===== src/rtl/ollar_pkg.sv =====
// Shared constants for the OLLAR memory-port arbiter: requester indices,
// FSM state encoding and watchdog counter width.
package ollar_pkg;

  localparam int NUM_REQ  = 3;
  localparam int REQ_LS   = 0;
  localparam int REQ_OPT  = 1;
  localparam int REQ_IF   = 2;
  localparam int WD_CNT_W = 8;

  typedef enum logic {
    IDLE   = 1'b0,
    ACCESS = 1'b1
  } arb_state_t;

endpackage


===== src/rtl/ollar_arb_prio.sv =====
// Fixed-priority encoder (ld/st > option fetch > instr fetch) producing a
// one-hot grant; a flush masks both fetch requesters for the cycle.
module ollar_arb_prio
  import ollar_pkg::*;
(
  input  logic [NUM_REQ-1:0] req,
  input  logic               flush,
  output logic [NUM_REQ-1:0] gnt
);

  logic [NUM_REQ-1:0] req_m;

  always_comb begin
    req_m          = req;
    req_m[REQ_OPT] = req[REQ_OPT] & ~flush;
    req_m[REQ_IF]  = req[REQ_IF] & ~flush;
    gnt            = '0;
    if (req_m[REQ_LS])
      gnt[REQ_LS] = 1'b1;
    else if (req_m[REQ_OPT])
      gnt[REQ_OPT] = 1'b1;
    else if (req_m[REQ_IF])
      gnt[REQ_IF] = 1'b1;
  end

endmodule


===== src/rtl/ollar_mem_arbiter.sv =====
// Single-port memory arbiter for the OLLAR pipeline requesters.
// Optional access watchdog enabled by defining OLLAR_ARB_WATCHDOG_EN.
//
// state  | meaning
// IDLE   | no access in flight; arbitrate pending requests
// ACCESS | access issued to memory; wait for mem_ready
module ollar_mem_arbiter
  import ollar_pkg::*;
#(
  parameter int AW      = 32,
  parameter int DW      = 32,
  parameter int TIMEOUT = 255
) (
  input  logic                  clock,
  input  logic                  Reset_n,
  input  logic [NUM_REQ-1:0]    req,
  input  logic                  we_ls,
  input  logic [NUM_REQ*AW-1:0] addr,
  input  logic [DW-1:0]         wdata_ls,
  input  logic                  flush,
  output logic [NUM_REQ-1:0]    gnt,
  output logic [NUM_REQ-1:0]    done,
  output logic [DW-1:0]         rdata,
  output logic                  busy,
  output logic                  mem_req,
  output logic                  mem_we,
  output logic [AW-1:0]         mem_addr,
  output logic [DW-1:0]         mem_wdata,
  input  logic [DW-1:0]         mem_rdata,
  input  logic                  mem_ready,
  output logic                  bus_err
);

  if (TIMEOUT < 1 || TIMEOUT > (1 << WD_CNT_W) - 1) begin : g_bad_timeout
    $error("ollar_mem_arbiter: TIMEOUT out of range for watchdog counter");
  end

  arb_state_t         state, state_nxt;
  logic [NUM_REQ-1:0] prio_gnt;
  logic [NUM_REQ-1:0] win, win_nxt;
  logic               flushed, flushed_nxt;
  logic [NUM_REQ-1:0] gnt_nxt, done_nxt;
  logic [DW-1:0]      rdata_nxt;
  logic               busy_nxt, mem_req_nxt, mem_we_nxt;
  logic [AW-1:0]      mem_addr_nxt, sel_addr;
  logic [DW-1:0]      mem_wdata_nxt;
  logic               flush_hit, finish;

  ollar_arb_prio u_prio (
    .req   (req),
    .flush (flush),
    .gnt   (prio_gnt)
  );

`ifdef OLLAR_ARB_WATCHDOG_EN
  localparam logic [WD_CNT_W-1:0] WD_LIMIT = WD_CNT_W'(TIMEOUT - 1);
  logic [WD_CNT_W-1:0] wd_cnt, wd_cnt_nxt;
  logic                bus_err_nxt;
`else
  assign bus_err = 1'b0;
`endif

  always_ff @(posedge clock or negedge Reset_n) begin
    if (!Reset_n) begin
      state     <= IDLE;
      win       <= '0;
      flushed   <= 1'b0;
      gnt       <= '0;
      done      <= '0;
      rdata     <= '0;
      busy      <= 1'b0;
      mem_req   <= 1'b0;
      mem_we    <= 1'b0;
      mem_addr  <= '0;
      mem_wdata <= '0;
`ifdef OLLAR_ARB_WATCHDOG_EN
      wd_cnt    <= '0;
      bus_err   <= 1'b0;
`endif
    end else begin
      state     <= state_nxt;
      win       <= win_nxt;
      flushed   <= flushed_nxt;
      gnt       <= gnt_nxt;
      done      <= done_nxt;
      rdata     <= rdata_nxt;
      busy      <= busy_nxt;
      mem_req   <= mem_req_nxt;
      mem_we    <= mem_we_nxt;
      mem_addr  <= mem_addr_nxt;
      mem_wdata <= mem_wdata_nxt;
`ifdef OLLAR_ARB_WATCHDOG_EN
      wd_cnt    <= wd_cnt_nxt;
      bus_err   <= bus_err_nxt;
`endif
    end
  end

  always_comb begin
    sel_addr = '0;
    for (int i = 0; i < NUM_REQ; i++)
      if (prio_gnt[i]) sel_addr = addr[i*AW +: AW];
  end

  always_comb begin
    state_nxt     = state;
    win_nxt       = win;
    flushed_nxt   = flushed;
    gnt_nxt       = '0;
    done_nxt      = '0;
    rdata_nxt     = '0;
    busy_nxt      = busy;
    mem_req_nxt   = mem_req;
    mem_we_nxt    = mem_we;
    mem_addr_nxt  = mem_addr;
    mem_wdata_nxt = mem_wdata;
    flush_hit     = 1'b0;
    finish        = 1'b0;
`ifdef OLLAR_ARB_WATCHDOG_EN
    wd_cnt_nxt    = wd_cnt;
    bus_err_nxt   = bus_err;
`endif
    unique case (state)
      IDLE: begin
        if (|prio_gnt) begin
          state_nxt     = ACCESS;
          win_nxt       = prio_gnt;
          flushed_nxt   = 1'b0;
          gnt_nxt       = prio_gnt;
          busy_nxt      = 1'b1;
          mem_req_nxt   = 1'b1;
          mem_we_nxt    = prio_gnt[REQ_LS] & we_ls;
          mem_addr_nxt  = sel_addr;
          mem_wdata_nxt = prio_gnt[REQ_LS] ? wdata_ls : '0;
`ifdef OLLAR_ARB_WATCHDOG_EN
          wd_cnt_nxt    = '0;
`endif
        end
      end
      ACCESS: begin
        // A flush seen at any point of a fetch access kills its result;
        // stores and loads from the ld/st port are never cancelled.
        flush_hit   = flushed | (flush & ~win[REQ_LS]);
        flushed_nxt = flush_hit;
        finish      = mem_ready;
`ifdef OLLAR_ARB_WATCHDOG_EN
        if (!mem_ready) begin
          if (wd_cnt == WD_LIMIT) begin
            finish      = 1'b1;
            bus_err_nxt = 1'b1;
          end else begin
            wd_cnt_nxt = wd_cnt + 1'b1;
          end
        end
`endif
        if (finish) begin
          state_nxt   = IDLE;
          busy_nxt    = 1'b0;
          mem_req_nxt = 1'b0;
          mem_we_nxt  = 1'b0;
          done_nxt    = flush_hit ? '0 : win;
          rdata_nxt   = (mem_ready && !mem_we && !flush_hit) ? mem_rdata : '0;
        end
      end
      default: state_nxt = IDLE;
    endcase
  end

endmodule


===== config.mk =====
export PLATFORM = sky130hd
export DESIGN_NAME = ollar_mem_arbiter
export DESIGN_NICKNAME = d
export VERILOG_FILES = /design/src/rtl/ollar_pkg.sv /design/src/rtl/ollar_arb_prio.sv /design/src/rtl/ollar_mem_arbiter.sv
export SDC_FILE = /design/constraint.sdc
export NUM_CORES = 1
export LEC_CHECK = 0
export CAP_MARGIN = 20
export CELL_PAD_IN_SITES_DETAIL_PLACEMENT = 0
export CELL_PAD_IN_SITES_GLOBAL_PLACEMENT = 1
export CORE_MARGIN = 2
export CORE_UTILIZATION = 25
export CTS_CLUSTER_DIAMETER = 100
export DETAILED_ROUTE_END_ITERATION = 10
export PLACE_DENSITY = 0.89
export SYNTH_ARGS = -nofsm -noshare
export SYNTH_HDL_FRONTEND = slang
export SYNTH_HIERARCHICAL = 1
export SYNTH_SLANG_ARGS = --single-unit

===== constraint.sdc =====
create_clock -name clock -period 1.4 [get_ports clock]
set_clock_uncertainty 0.2 [all_clocks]
set_input_delay 0.28 -clock clock [delete_from_list [all_inputs] [get_ports clock]]
set_output_delay 0.28 -clock clock [all_outputs]
set_load 0.02 [all_outputs]

==> Word level (Yosys, flattened, before mapping) <==
Index checks and enable logic that the tools add are counted.
{ "word_totals": {"register_bits": 109, "input_bits": 168, "output_inout_bits": 106} }
{ "op_classes": {"eq_ne": 2, "n_mux": 27, "n_bitwise": 8, "reduce_logical": 7} }
{ "ops": {"columns": ["operator", "count"], "rows": [
  ["32-bit two-way mux", 7],
  ["3-bit two-way mux", 5],
  ["1-bit two-way mux", 10],
  ["1-bit case mux with 2 select lines", 4],
  ["1-bit bitwise AND", 4],
  ["2-bit inequality test, second input constant", 2],
  ["2-bit AND reduction", 2],
  ["1-bit NOT", 3],
  ["3-bit OR reduction", 1],
  ["1-bit logical AND", 2],
  ["1-bit logical NOT", 2],
  ["2-bit two-way mux", 1],
  ["1-bit OR", 1]
]} }

==> Depth between registers and ports, before layout <==
Gate-level depths: netlist of the first run.
{ "logic_depth": {"word_depth": 8, "ltp_mapped": 8} }

==> Cells and area by module <==
Netlist of the first run, hierarchy kept.
{ "by_module_without_submodules": {"columns": ["module", "instances", "cells_per_inst", "area_per_inst_um2", "seq_area_each_um2"], "rows": [
  ["ollar_mem_arbiter", 1, 367, 4510.6, 2727.6],
  ["ollar_arb_prio", 1, 3, 30.0, 0.0]
]} }

==> Worst setup path after synthesis of the first run <==
OpenSTA, ideal clock, no wires.
{ "synth_path": {"path_kind": "in2reg", "startpoint": "input req[1]", "endpoint": "register mem_wdata[26]", "setup_ps": 121, "arrival_ps": 1526, "required_time_ps": 1079, "slack_ps": -447, "cell_stages": 7, "n_path_buf": 3, "cell_sequence": "nor4b_2 > nor3_4 > or2_1 > buf_6 > buf_8 > buf_8 > a22o_1"} }
{ "synth_via": {"elab_chain_cells": 5, "elab_cells_between_ends": 6, "cone_classes": "mux (3); bitwise (1); reduce/logical (2)"} }
{ "synth_rtl": {"columns": ["element", "line", "source"], "rows": [
  ["start: declaration", "ollar_mem_arbiter.sv:16", "input logic [NUM_REQ-1:0] req,"],
  ["1-bit bitwise AND (*)", "ollar_arb_prio.sv:15", "req_m[REQ_OPT] = req[REQ_OPT] & ~flush;"],
  ["1-bit two-way mux", "ollar_arb_prio.sv:20", "else if (req_m[REQ_OPT])"],
  ["2-bit two-way mux (*)", "ollar_arb_prio.sv:18", "if (req_m[REQ_LS])"],
  ["3-bit OR reduction (*)", "ollar_mem_arbiter.sv:125", "if (|prio_gnt) begin"],
  ["2-bit AND reduction (no source line) (*)", null, null],
  ["end signal: assignment", "ollar_mem_arbiter.sv:91", "mem_wdata <= mem_wdata_nxt;"],
  ["end: declaration", "ollar_mem_arbiter.sv:28", "output logic [DW-1:0] mem_wdata,"]
]} }
Every way passes the cells marked *; elsewhere a longest branch is shown, timed or not.
A chain may end at the register's enable or synchronous reset.

==> Final worst setup path of the first run <==
{ "layout_path": {"startpoint": "input req[1]", "endpoint": "register state"} }
{ "layout_via": {"elab_chain_cells": 6, "elab_cells_between_ends": 7, "cone_classes": "mux (5); bitwise (1); reduce/logical (1)"} }
{ "layout_rtl": {"columns": ["element", "line", "source"], "rows": [
  ["1-bit bitwise AND", "ollar_arb_prio.sv:15", null],
  ["1-bit two-way mux", "ollar_arb_prio.sv:20", null],
  ["2-bit two-way mux", "ollar_arb_prio.sv:18", null],
  ["net prio_gnt[1]", "ollar_mem_arbiter.sv:39", "logic [NUM_REQ-1:0] prio_gnt;"],
  ["3-bit OR reduction", "ollar_mem_arbiter.sv:125", null],
  ["1-bit two-way mux", "ollar_mem_arbiter.sv:125", null],
  ["1-bit case mux with 2 select lines", "ollar_mem_arbiter.sv:123", "unique case (state)"],
  ["net state_nxt", "ollar_mem_arbiter.sv:38", "arb_state_t state, state_nxt;"],
  ["end signal: assignment", "ollar_mem_arbiter.sv:81", "state <= state_nxt;"],
  ["end: declaration", "ollar_mem_arbiter.sv:38", null]
]} }
The timed path passes the listed nets, and every way through them passes these cells.

==> results of run 1 <==
## through the flow
| stage | cells | setup TNS, ns | utilization, % | worst slack, ns | power (mW) |
|---|---|---|---|---|---|
| 4_1_cts | 912 | -10.55 | 48.2 | -0.191 | 11.3 |
| 3_3_place_gp | 865 | -86.94 | 42.8 | -0.946 | 8.01 |
| 2_1_floorplan | 370 | -18.87 | - | -0.370 | 5.85 |
| 3_5_place_dp | 865 | -91.92 | 42.8 | -1.02 | 8.06 |
| 6_report | 932 | -11.32 | 52.4 | -0.149 | 12.1 |
| 5_1_grt | 932 | -17.27 | 52.4 | -0.215 | 12.6 |
## repair_timing
action,in CTS,in global routing
resized for setup,606,147
gates cloned,10,6
setup buffers,22,19
hold buffers,1,0
setup endpoints to repair,212,172
pin swaps,24,26
endpoints found under the hold margin,109,0
## logic make-up after synthesis
logic type | Yosys count
compound gates | 135
flops | 109
simple gates | 84
buf+inv | 41
other cells | 1
## power by group
group	total (mW)	switching (mW)	internal [mW]
clock network	2.62	1.34	1.28
logic	5.26	2.35	2.91
registers	4.21	0.443	3.77
total	12.1	4.13	7.96
## sequential cells by signal, summed over array words and instances, names as in the netlist
name	cells
mem_addr	32
mem_wdata	32
rdata	32
done	3
gnt	3
win	3
flushed	1
mem_req	1
mem_we	1
state	1
## layer usage
layer,global-route usage (%),wire [um],vias to the layer above,part of all wire [%]
met1,20.9,7330,2151,40
met3,3.31,1030,37,5.6
met2,29.9,9490,198,52
met4,8.19,541,0,2.9
li1,-,-,2021,-
met5,0,0,-,0
## final cells by class
type / count / area (um2) / area share, %
repair buffers: 357 / 3740 / 39.9
flip-flops and latches: 109 / 2730 / 29.1
multi-input cells: 220 / 2310 / 24.6
well taps: 229 / 287 / 3.05
clock buffers: 9 / 225 / 2.40
clock inverters: 7 / 86.3 / 0.920
inverters: 1 / 3.75 / 0.0400
## worst max path at each step
stage | start | endpoint | slack [ns] | cells after the start
floorplan | req[1] | mem_wdata[26]$_DFFE_PN0P_ | -0.37 | 7
global placement | flush | mem_addr[29]$_DFFE_PN0P_ | -0.95 | 7
detailed placement | flush | mem_addr[3]$_DFFE_PN0P_ | -1.02 | 6
CTS | flush | mem_wdata[8]$_DFFE_PN0P_ | -0.19 | 7
global route | state$_DFF_PN0_ | rdata[29]$_DFF_PN0_ | -0.22 | 6
finish | req[1] | state$_DFF_PN0_ | -0.15 | 7
## placed cells by master, fill, tap and decap left out, types with 5 or more instances in the layout
cell,count
o31ai_4,15
a22o_1,32
o31ai_2,17
buf_12,15
dfrtp_1,108
o21ai_1,9
and2_4,27
a221oi_2,15
and2_1,7
buf_4,51
buf_16,7
a221oi_1,7
nor2b_1,25
buf_6,77
a221oi_4,10
clkbuf_16,15
o21ai_2,5
buf_2,34
nor2b_2,9
o21ai_0,18
clkdlybuf4s50_1,162
## worst reg2reg max path, cell delays in order (launching register included)
cell     delay, ns
dfrtp_2       0.40
buf_6         0.11
nand2_4       0.05
nor4_4        0.26
buf_4         0.20
buf_12        0.13
and2_4        0.15
==> summary.md, run 1 <==
| Metric | Value |
|---|---|
| Max incr delay on CP | 0.38 ns |
| Die Area | 19300 um2 |
| Xor and xnor area share after synthesis | 0% |
| Layout cells sized above 1 | a little under half |
| Total power per unit cell area | 1290 nW/um2 |
| R2R Path End | rdata[29]$_DFF_PN0_ |
| Hold WC Path Type | in2reg |
| Mux contribution to synthesized area | 0% |
| Syn Inst Count | 370 |
| Tightest hold margin | 0.130 ns |
| Critical path required time | around 1.4 ns |
| Drt pass-1 iters | 5 |
| Distinct cells, synth | 26 |
| Synth Register Bits | 109 |
| Endpoint class of the critical path | flip-flop |
| Async S/R FF share, synth | 100% |
| Run status | finished, violations left |
| Final Slew Violations | 0 |
| Area delta synth->final | 107% |
| Max Cap Violations | 0 |
| Reg2reg setup slack | -0.14 ns |
| Clock latency at the later pin of the worst-skew pair | 0.36 ns |
| CORE AREA | 17900 um2 |
| Cell area after placement | 7660 um2 |
| CTS tree | built |
| Final WL | 18400 um |
| Count leader, synth | dfrtp_1 |
| Largest area contributor in the netlist | dfrtp_1 |
| Clock buffer depth | 2 |
| Clock slew at reported path FFs | 0.08 ns |
| IO Count | approximately 270 |
| Post-synth net total | ~540 |
| Data arrival, critical path | roughly 1.6 ns |
| Mean Syn Cell Area | 12.3 um2 |
| Largest family of logic cells by synthesized area | compound AO/OA/AOI/OAI gates |
| Post-DP HPWL | between 10000 and 15000 um |
| WS Path Type | in2reg |
| Family with the most delay on the worst path | simple AND/OR/NAND/NOR gates |
| Tcrit/Tclk final | 111% |
| Die height | 139 um |
| Crit path max-delay cell type | or2_4 |
| Post-route ant nets | 0 |
| Gr usage total | between 10% and 20% |
| Total grt overflow | 0 |
| Clk root buf | clkbuf_16 |
| Vias/cell | 4.73 |
| Vias in the first global route | 4674 |
| EDFF count, synth | 0 |
| Worst R2R Path Depth | 6 |
| Fmax achieved | 0.646 GHz |
| Synth Area in Compound Gates | 22.5% |
| Die X | 139 um |
| Global-route wire length before repair | between 20000 and 30000 um |
| Remaining DRCs | 0 |
| ANT cells | 0 |
| CTS Buf Count | 9 |
| Starting Density | 25.4% |
| Top cells by area, synth | dfrtp_1 60%, a221oi_1 6.2%, a22o_1 6.2% |
| Crit-path cells | buf_8 > nor3b_4 > buf_6 > nor3_4 > or2_4 > clkbuf_16 > o21ai_0 |
| Largest net degree at the start of global routing | 40 |
| Hold Path Origin | req[0] |
| Violated checks | setup timing |
| Final worst setup slack | -0.149 ns |
| Endpoints failing setup | 104 |
| Synth warn | 6 |
| # rows | 49 |
| Worst Hold Path EP | mem_we$_DFFE_PN0P_ |
| Critical-path maximum fanout | 13 |
| 1st-iter DRT viols | 197 |
| Nets | slightly below 900 |
| Yosys top cell area share | 60.1% |
| Worst hold path stage count | 4 |
| Commonest cells in the netlist | 109 x dfrtp_1, 37 x nor2b_1, 34 x and2_1, 34 x o21ai_0 |
| Design area | 9390 um2 |
| Post-Synth Adder-Cell Area | 0% |
| Leak Pwr | 4.19 nW |
| Register area share after synthesis | 60.1% |
| Worst Setup Start Kind | input port |
| H-tree levels | 3 |
| Tmin final | roughly 1.5 ns |
| Drt wl/cell | 19.7 um |
| Critical path buffer and inverter count | 3 |
| Port Buf Inserts | 272 |
| Hold Violations, Final | 0 |
| Routability cong. | roughly 0.76 |
| RSZ-0062 raised after global routing | true |
| Max IR drop VDD | 0.655 mV |
| Post-synthesis simple-gate area fraction | around an eighth |
| R2r startpoint | state$_DFF_PN0_ |
| Total of fill cells in the finished design | 1531 |
| Initial antenna violation count | 0 |
| Mapped Area | between 4000 and 5000 um2 |
| Vias | around 4400 |
| Clk sink count | 109 |
| Primary FF master, synth | dfrtp_1 |
(Power assumes the default switching activity.)
==> run 2, diff against run 1 <==
Settings changed: SETUP_SLACK_MARGIN set to 0.2.
==> run 2 against run 1 <==
Compared with the run above: the run still ends with setup timing left; first-iteration DRC count fell by 23%; largest power group unchanged; fmax down 6.1%; count of clock-buffer cells in the layout rose by 2; critical path type is now reg2reg; non-clock buffer count fell by 9.
==> summary.md, run 2 (synthesis gave the netlist of run 1 again) <==
| Metric | Value |
|---|---|
| Run status | finished, violations left |
| Violated checks | setup timing |
| Worst R2R Path Depth | 5 |
| Vias in the first global route | 4707 |
| H-tree levels | 3 |
| Global-route wire length before repair | 26200 um |
| FF+latch area | 2730 um2 |
| Gr usage total | 17.2% |
| Clock latency at the later pin of the worst-skew pair | 0.35 ns |
| Reg2reg setup slack | -0.25 ns |
| WS Path Type | reg2reg |
| Max Cap Violations | 0 |
| Final Slew Violations | 0 |
| Hold Violations, Final | 0 |
| Int Power | 8.03 mW |
| Layout cells sized above 1 | 42.6% |
| Remaining DRCs | 0 |
| Critical path required time | 1.45 ns |
| Final worst setup slack | -0.250 ns |
| Tmin final | 1.65 ns |
| Sequential power share | a little over a third |
| R2R Path End | mem_addr[15]$_DFFE_PN0P_ |
| Comb power frac | around 44% |
| Clock buffer depth | 2 |
| R2r startpoint | state$_DFF_PN0_ |
| Vias | 4373 |
| Hold WC Path Type | in2async |
| Max incr delay on CP | 0.41 ns |
| Drt pass-1 iters | 4 |
| Data arrival, critical path | 1.70 ns |
| # rows | 49 |
| P_sw | 4.10 mW |
| CORE AREA | 17900 um2 |
| Routability cong. | approximately 0.78 |
| Total power per unit cell area | 1280 nW/um2 |
| Die Area | 19300 um2 |
| CTS tree | built |
| Final WL | 17400 um |
| Crit path max-delay cell type | dfrtp_1 |
| IO Count | about 270 |
| Die X | between 100 and 150 um |
| Drt wl/cell | approximately 19 um |
| Leak Pwr | 4.09 nW |
| Post-route ant nets | 0 |
| Post-DP HPWL | 10800 um |
| Largest net degree at the start of global routing | 54 |
| Largest registers | mem_addr (32), mem_wdata (32), rdata (32) |
| Area of the multi-input gates | between 2000 and 2500 um2 |
| Crit-path cells | buf_6 > or2_4 > buf_12 > buf_16 > o31ai_2 |
| Clk root buf | clkbuf_16 |
| Vias/cell | 4.73 |
| 1st-iter DRT viols | 151 |
| Commonest non-fill, non-tap cell in the layout | clkdlybuf4s50_1 |
| Initial antenna violation count | 0 |
| Clock slew at reported path FFs | 0.08 ns |
| Design area | between 9000 and 10000 um2 |
| Die height | roughly 140 um |
| ANT cells | 0 |
| Total grt overflow | 0 |
| Worst Setup Start Kind | flip-flop |
| Final Power | 12.1 mW |
| Cell area after placement | between 7000 and 8000 um2 |
| Endpoint class of the critical path | flip-flop |
| Area delta synth->final | 108% |
| Clk pwr share | 21.1% |
| Starting Density | 25.4% |
| Critical-path maximum fanout | 13 |
| CTS Buf Count | 9 |
| Tightest hold margin | 0.156 ns |
| Max IR drop VDD | approximately 0.64 mV |
| Total of fill cells in the finished design | 1503 |
| Clk sink count | 109 |
| Nets | 858 |
| Fmax achieved | approximately 0.6 GHz |
| Tcrit/Tclk final | 118% |
| Commonest non-fill, non-tap cells in the layout | 162 x clkdlybuf4s50_1, 121 x buf_6, 107 x dfrtp_1 |
| RSZ-0062 raised after global routing | true |
| Port Buf Inserts | 272 |
| Net Sw Frac | 33.8% |
| Endpoints failing setup | approximately 100 |
run 2: changes by cell type in the layout (fill, tap and decap cells not counted), moves of 15 or more:
| cell | change |
|---|---|
| and2_1 | +25 |
| buf_6 | +44 |
| and2_4 | -25 |
| o31ai_4 | +15 |
| buf_2 | -34 |
| o31ai_2 | -15 |
run 2: layout make-up:
cell class,instances,share of cell area (%)
clock buffer,11,2.67
clock inverter,5,0.489
inverter,1,0.0397
multi-input combinational,221,25.0
sequential,109,28.9
tap,229,3.03
timing repair buffer,348,39.9
run 2: critical path: cells and delay by family (launching register included):
family / cells / cell delay [ns]
buffers and inverters: 3 / 0.45
flip-flops: 1 / 0.41
AO/OA/AOI/OAI: 1 / 0.20
AND/OR/NAND/NOR: 1 / 0.27
run 2: power by group through the flow:
stage	clock network (mW)	logic (mW)	registers, mW
CTS	2.63	4.93	4.22
global placement	0	3.87	4.11
finish	2.56	5.34	4.24
floorplan	0	0.984	4.87
global route	2.75	5.60	4.31
detailed placement	0	3.91	4.14
run 2: stage by stage:
stage	setup slack, ns	std cells	utilization, %	TNS (ns)
2_1_floorplan	-0.370	370	-	-18.87
3_3_place_gp	-1.05	861	42.7	-100.97
3_5_place_dp	-1.13	861	42.7	-108.23
4_1_cts	-0.203	911	50.0	-13.54
5_1_grt	-0.296	924	52.9	-22.91
6_report	-0.250	924	52.9	-17.50
run 2: worst max path at each step:
| stage | from | endpoint | slack, ns | cells past startpoint |
|---|---|---|---|---|
| finish | state$_DFF_PN0_ | mem_addr[15]$_DFFE_PN0P_ | -0.25 | 5 |
| global route | state$_DFF_PN0_ | mem_addr[15]$_DFFE_PN0P_ | -0.30 | 5 |
| CTS | state$_DFF_PN0_ | mem_wdata[9]$_DFFE_PN0P_ | -0.20 | 5 |
| detailed placement | flush | rdata[5]$_DFF_PN0_ | -1.13 | 4 |
| global placement | flush | rdata[13]$_DFF_PN0_ | -1.05 | 4 |
| floorplan | req[1] | mem_wdata[26]$_DFFE_PN0P_ | -0.37 | 7 |
run 2: layer usage:
metal	up-vias	track usage, %	wire [um]
met5	-	0	0
met4	0	7.50	476
met3	29	4.07	1050
met2	199	30.0	9160
met1	2143	20.3	6750
li1	2002	-	-
run 2: what timing repair did:
| action | CTS | global route |
|---|---|---|
| buffers inserted | 26 | 10 |
| hold buffers | 1 | 0 |
| gates resized for setup | 748 | 84 |
| endpoints found under the setup margin | 213 | 232 |
| pin swaps | 23 | 7 |
| gates cloned | 7 | 3 |
| hold endpoints to repair | 109 | 0 |
